**src/rtl/mem_pkg.sv**
```systemverilog
// Shared definitions for the two-port memory arbiter.
//   ADDR_W_DEF / DATA_W_DEF : default address / word widths
//   PORT_F / PORT_D         : port IDs; also the bit index of each port in
//                             the arbiter request/grant vectors
//   arb_state_t             : arbiter state encoding (LOCK used only when
//                             MEM_ARB_LOCK_EN is defined)
package mem_pkg;
  localparam int ADDR_W_DEF = 13;
  localparam int DATA_W_DEF = 18;

  localparam logic PORT_F = 1'b0;
  localparam logic PORT_D = 1'b1;

  typedef enum logic {
    ST_ARB  = 1'b0,
    ST_LOCK = 1'b1
  } arb_state_t;
endpackage

```
**src/rtl/rr_arb2.sv**
```systemverilog
// Two-requester round-robin tie-break.
//   req  : request vector, bit PORT_F = fetch, bit PORT_D = data
//   last : port that won the previous grant
//   gnt  : one-hot grant (all zero when nothing is requested)
// On a tie the port that did not win last time is granted.
module rr_arb2
  import mem_pkg::*;
(
  input  logic [1:0] req,
  input  logic       last,
  output logic [1:0] gnt
);

  always_comb begin
    gnt = 2'b00;
    case (req)
      2'b01:   gnt = 2'b01;
      2'b10:   gnt = 2'b10;
      2'b11:   gnt = (last == PORT_D) ? 2'b01 : 2'b10;
      default: gnt = 2'b00;
    endcase
  end

endmodule

```
**src/rtl/mem_arbiter.sv**
```systemverilog
// Arbitrates a fetch port and a data port onto one single-ported memory
// with a registered read (data returns one cycle after mem_re_en).
//   clk, rst                 : clock, asynchronous active-low reset
//   f_* / d_*                : requester ports (req/we/addr/wdata in,
//                              gnt/rvalid/rdata out)
//   mem_addr/mem_din/
//   mem_re_en/mem_wr_en      : memory command, valid in the grant cycle
//   mem_dout                 : memory read data (cycle after the read)
//   d_lock                   : data port exclusive ownership request
// Optional feature: define MEM_ARB_LOCK_EN to enable the ARB/LOCK FSM that
// lets the data port hold the memory while d_lock is high. Without it
// d_lock is ignored and arbitration is pure round-robin.
module mem_arbiter
  import mem_pkg::*;
#(
  parameter int ADDR_W = ADDR_W_DEF,
  parameter int DATA_W = DATA_W_DEF
) (
  input  logic              clk,
  input  logic              rst,
  input  logic              f_req,
  input  logic              f_we,
  input  logic [ADDR_W-1:0] f_addr,
  input  logic [DATA_W-1:0] f_wdata,
  output logic              f_gnt,
  output logic              f_rvalid,
  output logic [DATA_W-1:0] f_rdata,
  input  logic              d_req,
  input  logic              d_we,
  input  logic [ADDR_W-1:0] d_addr,
  input  logic [DATA_W-1:0] d_wdata,
  output logic              d_gnt,
  output logic              d_rvalid,
  output logic [DATA_W-1:0] d_rdata,
  input  logic              d_lock,
  output logic [ADDR_W-1:0] mem_addr,
  output logic [DATA_W-1:0] mem_din,
  output logic              mem_re_en,
  output logic              mem_wr_en,
  input  logic [DATA_W-1:0] mem_dout
);

  logic [1:0] req_eff, gnt;
  logic       last_q, pend_q, owner_q;
  logic       locked, any_gnt, sel_d, sel_we;

`ifdef MEM_ARB_LOCK_EN
  arb_state_t state, state_nxt;

  always_ff @(posedge clk or negedge rst) begin
    if (!rst) state <= ST_ARB;
    else      state <= state_nxt;
  end

  // Entering LOCK needs a data grant with d_lock; leaving happens in the
  // cycle d_lock is seen low, so fetch can only win from the next cycle.
  always_comb begin
    state_nxt = state;
    case (state)
      ST_ARB:  if (gnt[PORT_D] && d_lock) state_nxt = ST_LOCK;
      ST_LOCK: if (!d_lock)               state_nxt = ST_ARB;
      default: state_nxt = ST_ARB;
    endcase
  end

  assign locked = (state == ST_LOCK);
`else
  logic unused_lock;
  assign unused_lock = d_lock;
  assign locked      = 1'b0;
`endif

  // Requests are masked by reset so every command output drops the moment
  // rst goes low, not at the next edge.
  assign req_eff[PORT_F] = f_req & ~locked & rst;
  assign req_eff[PORT_D] = d_req & rst;

  rr_arb2 u_rr (
    .req  (req_eff),
    .last (last_q),
    .gnt  (gnt)
  );

  assign f_gnt   = gnt[PORT_F];
  assign d_gnt   = gnt[PORT_D];
  assign any_gnt = |gnt;
  assign sel_d   = gnt[PORT_D];
  assign sel_we  = sel_d ? d_we : f_we;

  assign mem_re_en = any_gnt & ~sel_we;
  assign mem_wr_en = any_gnt & sel_we;
  assign mem_addr  = any_gnt ? (sel_d ? d_addr : f_addr) : '0;
  assign mem_din   = mem_wr_en ? (sel_d ? d_wdata : f_wdata) : '0;

  // last_q starts at data so fetch wins the first tie after reset.
  always_ff @(posedge clk or negedge rst) begin
    if (!rst) begin
      last_q  <= PORT_D;
      pend_q  <= 1'b0;
      owner_q <= PORT_F;
    end else begin
      if (any_gnt)   last_q  <= sel_d;
      pend_q <= mem_re_en;
      if (mem_re_en) owner_q <= sel_d;
    end
  end

  assign f_rvalid = pend_q & (owner_q == PORT_F);
  assign d_rvalid = pend_q & (owner_q == PORT_D);
  assign f_rdata  = f_rvalid ? mem_dout : '0;
  assign d_rdata  = d_rvalid ? mem_dout : '0;

endmodule
```
**config.mk**
```make
export PLATFORM = sky130hd
export DESIGN_NAME = mem_arbiter
export DESIGN_NICKNAME = d
export VERILOG_FILES = /design/src/rtl/mem_pkg.sv /design/src/rtl/rr_arb2.sv /design/src/rtl/mem_arbiter.sv
export SDC_FILE = /design/constraint.sdc
export NUM_CORES = 1
export LEC_CHECK = 0
export CORE_ASPECT_RATIO = 1.1
export CORE_MARGIN = 2
export CORE_UTILIZATION = 26
export CTS_BUF_LIST = sky130_fd_sc_hd__clkbuf_16
export DETAILED_ROUTE_END_ITERATION = 6
export GPL_TIMING_DRIVEN = 0
export PLACE_DENSITY = 0.94
export SLEW_MARGIN = 20
export SYNTH_ARGS = -nofsm -noshare
export SYNTH_HDL_FRONTEND = slang
export SYNTH_SLANG_ARGS = --single-unit
```
**constraint.sdc**
```tcl
create_clock -name clk -period 4.4 [get_ports clk]
set_input_delay 0.88 -clock clk [delete_from_list [all_inputs] [get_ports clk]]
set_output_delay 0.88 -clock clk [all_outputs]
set_load 0.01 [all_outputs]
```
Yosys cells after proc, flatten, opt, wreduce, memory -nomap -nowiden
Index checks and enable logic that the tools add are counted.

Bitwise logic cells: 8. Reductions and logical operators: 1. Mux-type cells: 9. Equal/unequal tests: 3.

Operators by type and width (count): $mux 18 (4); $mux 13 (2); $and 1x1->1 (6); $pmux 2 s3 (1); $eq 2x2->1 const B (2); $eq 2x1->1 const B (1); $mux 2 (1); $not 1->1 (2); $reduce_or 2->1 (1); $mux 1 (1).

Logic and storage cells: 24. Input bits: 87. Register bits after elaboration: 3.

Logic depth before layout (Yosys ltp)
Gate-level depths: netlist (run 1).

Depth after elaboration: 6. Mapped depth: 5.

Hierarchy
Synthesis (run 1) repeated with hierarchy kept, for this count alone.

Cell total of the unflattened synthesis: 121. Area total of the unflattened synthesis: 869.6 um^2.

By module, submodules not included: mem_arbiter (area an instance 850.8 um^2, instances 1, cells an instance 118, seq. area each 76.3 um^2); rr_arb2 (area an instance 18.8 um^2, instances 1, cells an instance 3, seq. area each 0.0 um^2).

Least setup slack after synthesis (run 1)
OpenSTA, ideal clock, no wires.

Path type: input to output. Start point: in rst. End point: out mem_din[17]. Buffers on the path: 2. Data required time: 3.520 ns. Arrival: 1.784 ns. Path slack: 1.736 ns. Cell stages on the path: 5. Path through: buf_2 -> inv_1 -> clkbuf_2 -> o21ai_0 -> a211oi_1.

Cells in the longest elaborated chain, start to end: 6.

RTL lines: start: declaration (RTL line mem_arbiter.sv:20) `input logic rst,`; $and 1x1->1, on equally long branches (RTL line mem_arbiter.sv:75, mem_arbiter.sv:76); $eq 2x2->1 or $eq 2x1->1 (tied branches) (RTL line rr_arb2.sv:16) `case (req)`; $pmux 2 s3 (*) (RTL line rr_arb2.sv:16); $reduce_or 2->1 or $mux 1 (tied branches) (RTL line mem_arbiter.sv:86, mem_arbiter.sv:88); $and 1x1->1 (RTL line mem_arbiter.sv:91) `assign mem_wr_en = any_gnt & sel_we;`; $mux 18 (*) (RTL line mem_arbiter.sv:93) `assign mem_din = mem_wr_en ? (sel_d ? d_wdata : f_wdata) : '0;`; end: declaration (RTL line mem_arbiter.sv:37) `output logic [DATA_W-1:0] mem_din,`.

Every way passes the cells marked *; elsewhere a longest branch is shown, timed or not.

Worst setup path after layout (run 1)
Start point: in rst. End point: out mem_din[8].

Same word-level chain as after synthesis.

==> results of run 1 <==
[worst max-delay path, cell delays in order]
cell and delay, ps:
clkdlybuf4s50_1 540, buf_2 230, clkbuf_1 380, nand3_1 130, a211oi_1 320, clkdlybuf4s50_1 600
[synthesized netlist by cell type, drive strengths merged]
library cell   n
dfrtp          2
buf           11
nor2b          2
and2          19
a22o           1
nand3         31
a21boi         1
nor2           2
clkbuf        11
dfstp          1
a211oi        19
and3          19
nand2          3
a2bb2oi        1
inv            2
o21ai         33
a21bo          1
a21oi         13
o31ai          1
[metrics by stage]
step	setup slack [ps]	hold slack [ps]	instances	power, mW
2_1_floorplan	1740	573	173	0.160
3_3_place_gp	437	586	383	0.327
3_5_place_dp	416	594	383	0.332
4_1_cts	408	597	387	0.478
5_1_grt	270	608	387	0.504
6_report	425	595	387	0.476
[worst max-delay path by stage]
stage / slack, ps / cells past startpoint / from / to
finish: 430 / 6 / rst / mem_din[8]
global route: 270 / 6 / rst / mem_din[8]
CTS: 410 / 6 / rst / mem_din[8]
detailed placement: 420 / 6 / rst / mem_din[8]
global placement: 440 / 6 / rst / mem_din[8]
floorplan: 1740 / 5 / rst / mem_din[17]
[state kept, by name, indices dropped and copies added, names as in the netlist]
signal and flops:
last_q 1, owner_q 1, pend_q 1
[logic make-up (layout without fill, tap and decap cells)]
family	after synthesis	after routing
DFF	3	3
and+or+nand+nor	76	76
buffers and inverters	24	186
AOI/OAI and AO/OA	70	70
[final cells by class]
type,instances,area (um2)
Clock inverter,1,3.75
Sequential cell,3,76.3
Buffer,22,115
Multi-Input combinational cell,146,906
Fill cell,350,1190
Clock buffer,3,75.1
Tap cell,52,65.1
Inverter,2,7.51
Timing Repair Buffer,158,1580
[cells in the final DEF, fill, tap and decap left out]
master | Yosys | routed
clkdlybuf4s50_1 | 0 | 158
buf_4 | 2 | 2
a211oi_2 | 7 | 7
clkbuf_16 | 0 | 3
o21ai_1 | 8 | 8
buf_2 | 6 | 6
buf_6 | 2 | 2
nor2_1 | 2 | 2
nand2_1 | 3 | 3
clkbuf_1 | 9 | 9
inv_1 | 2 | 3
dfstp_2 | 1 | 1
a21bo_1 | 1 | 1
o31ai_1 | 1 | 1
a21oi_1 | 13 | 13
buf_1 | 1 | 1
a21boi_4 | 1 | 1
a211oi_1 | 12 | 12
a22o_1 | 1 | 1
nor2b_2 | 1 | 1
a2bb2oi_4 | 1 | 1
nand3_1 | 31 | 31
dfrtp_1 | 2 | 2
o21ai_0 | 25 | 25
and2_1 | 19 | 19
nor2b_1 | 1 | 1
clkbuf_2 | 2 | 2
and3_1 | 19 | 19
[per-layer routing]
| layer | part of all wire (%) | GRT usage [%] | vias up |
|---|---|---|---|
| met5 | 0 | 0 | - |
| met4 | 0.45 | 3.40 | 0 |
| li1 | - | - | 964 |
| met3 | 9.7 | 5.27 | 4 |
| met1 | 35 | 24.3 | 916 |
| met2 | 55 | 45.9 | 116 |
[power groups by stage]
stage	Sequential, mW	Clock, mW	Combinational [mW]
4_1_cts	0.0388	0.145	0.295
5_1_grt	0.0395	0.146	0.318
3_5_place_dp	0.0389	0	0.293
3_3_place_gp	0.0387	0	0.288
6_report	0.0387	0.143	0.294
2_1_floorplan	0.0380	0	0.122
==> flow_summary_export.csv, run 1 <==
group,metric,value,unit
floorplan,num_io_pins,160,
global_route,grt_remaining_overflow,0,
clock_tree,cts_hold_buf,0,
worst_hold_path,min_from,"last_q",
sta,period_minus_slack,3970,ps
yosys,syn_inst,173,
yosys,synth_top_area_share,14.0,%
flow_run,cap_violations,0,
pwr,ir_drop,0.000117,V
yosys,synth-seq-cells,3,
sta,clock_skew,1.59,ps
drt,wirelength,5780,um
yosys,synth-compound-area-share,43.4,%
sta,tns,0,ps
yosys,muxShareOfSynthArea,0,%
yosys,synth_area_per_cell,6.39,um2
pwr,pwr-share-clk,30.0,%
global_route,grt_max_degree,11,
critical_path,r2r_end,"pend_q",
sta,setup_viol,0,
pwr,power.density,168,nW/um2
clock_tree,cts_tree,"built",
critical_path,rrSetupSlack,3160,ps
clock_tree,clk_latency,220,ps
status,outcome,"completed",
placed_design,port_buffers,158,
critical_path,critical_path_class,"in2out",
layout,nNetsFinal,423,
drt,vias,2000,
sta,max_freq,252,MHz
placed_design,dp_hpwl,4710,um
yosys,synth_xor_area_share,0,%
worst_hold_path,hold_depth,1,
floorplan,die-height,72.4,um
critical_path,worstReg2RegStart,"last_q",
yosys,synth_area,1100,um2
sta,timing.final.max_slew_violations,0,
pwr,p_comb_share,61.8,%
critical_path,cp.required,3520,ps
yosys,syn-num-nets,260,
floorplan,rows,24,
floorplan,initial_utilization,27.5,%
yosys,ys.warnings.count,0,
clock_tree,cts_max_level,1,
worst_hold_path,holdPathEnd,"last_q",
critical_path,arrival,3090,ps
layout,drive_gt1_share,7.76,%
drt,drt_iter0_markers,84,
yosys,synthSimpleGateAreaFrac,38.6,%
floorplan,core_region_area,4020,um2
drt,detail_route.wl_per_cell,14.9,um
sta,rsz0062_at_grt,"false",
clock_tree,clockBufferDepth,2,
clock_tree,cts-root-buf,"clkbuf_16",
placed_design,placed_area,2750,um2
pwr,power_switching,156,uW
layout,design_area,2830,um2
drt,drt_first_pass_iters,4,
clock_tree,numCtsBuffers,3,
layout,final_util,70.3,%
worst_hold_path,hold_class,"reg2reg",
yosys,synth.area.top_cells,"nand3_1, o21ai_0, and2_1",
layout,antennaDiodeCount,0,
drt,drc,0,
clock_tree,clk_pin_slew,30,ps
critical_path,worstPathMaxFanout,10,
pwr,switching_share,32.9,%
clock_tree,cts_resized,0,
floorplan,fp.dieW,66.2,um
critical_path,ff2ff_path_depth,3,
floorplan,die-area,4790,um2
pwr,p_int,319,uW
pwr,cellLeakagePower,1.06,nW
sta,period_share,90.3,%
clock_tree,cts_sinks,3,
pwr,seqPwrFrac,8.1,%
placed_design,place.gp.congestion,0.756,
yosys,synth_top_family_by_area,"compound AO/OA/AOI/OAI gates",
global_route,first_global_vias,1937,
clock_tree,post_cts_buffers,0,
drt,drtAntennaViolNets,0,
global_route,antenna_found_initial,0,
sta,worst_slew_pin_slew,687,ps
global_route,grt_use_total,23.0,%
critical_path,critPathCaptureType,"output pin",
yosys,yosysSeqAreaShare,6.91,%
layout,area_delta_synth_final,156,%
sta,hold_viol,0,
global_route,grt_first_pass_wirelength,8880,um
yosys,yosys.area.top_type,"nand3_1",
sta,slew_headroom,53.7,%
critical_path,cp-start-kind,"primary input",
yosys,yosysUniqueCellTypes,26,
drt,viasPerCell,5.17,
yosys,synth-adder-area-share,0,%
No activity file was read; power rests on OpenSTA's default activity.
==> inputs of run 2 (changes only) <==
--- a/config.mk
+++ b/config.mk
@@ -12,7 +12,6 @@
 export DETAILED_ROUTE_END_ITERATION = 6
 export GPL_TIMING_DRIVEN = 0
 export PLACE_DENSITY = 0.94
-export SLEW_MARGIN = 20
 export SYNTH_ARGS = -nofsm -noshare
 export SYNTH_HDL_FRONTEND = slang
 export SYNTH_SLANG_ARGS = --single-unit
==> results of run 2 <==
No change in the layout: final DEF, timing and power equal those of run 1.
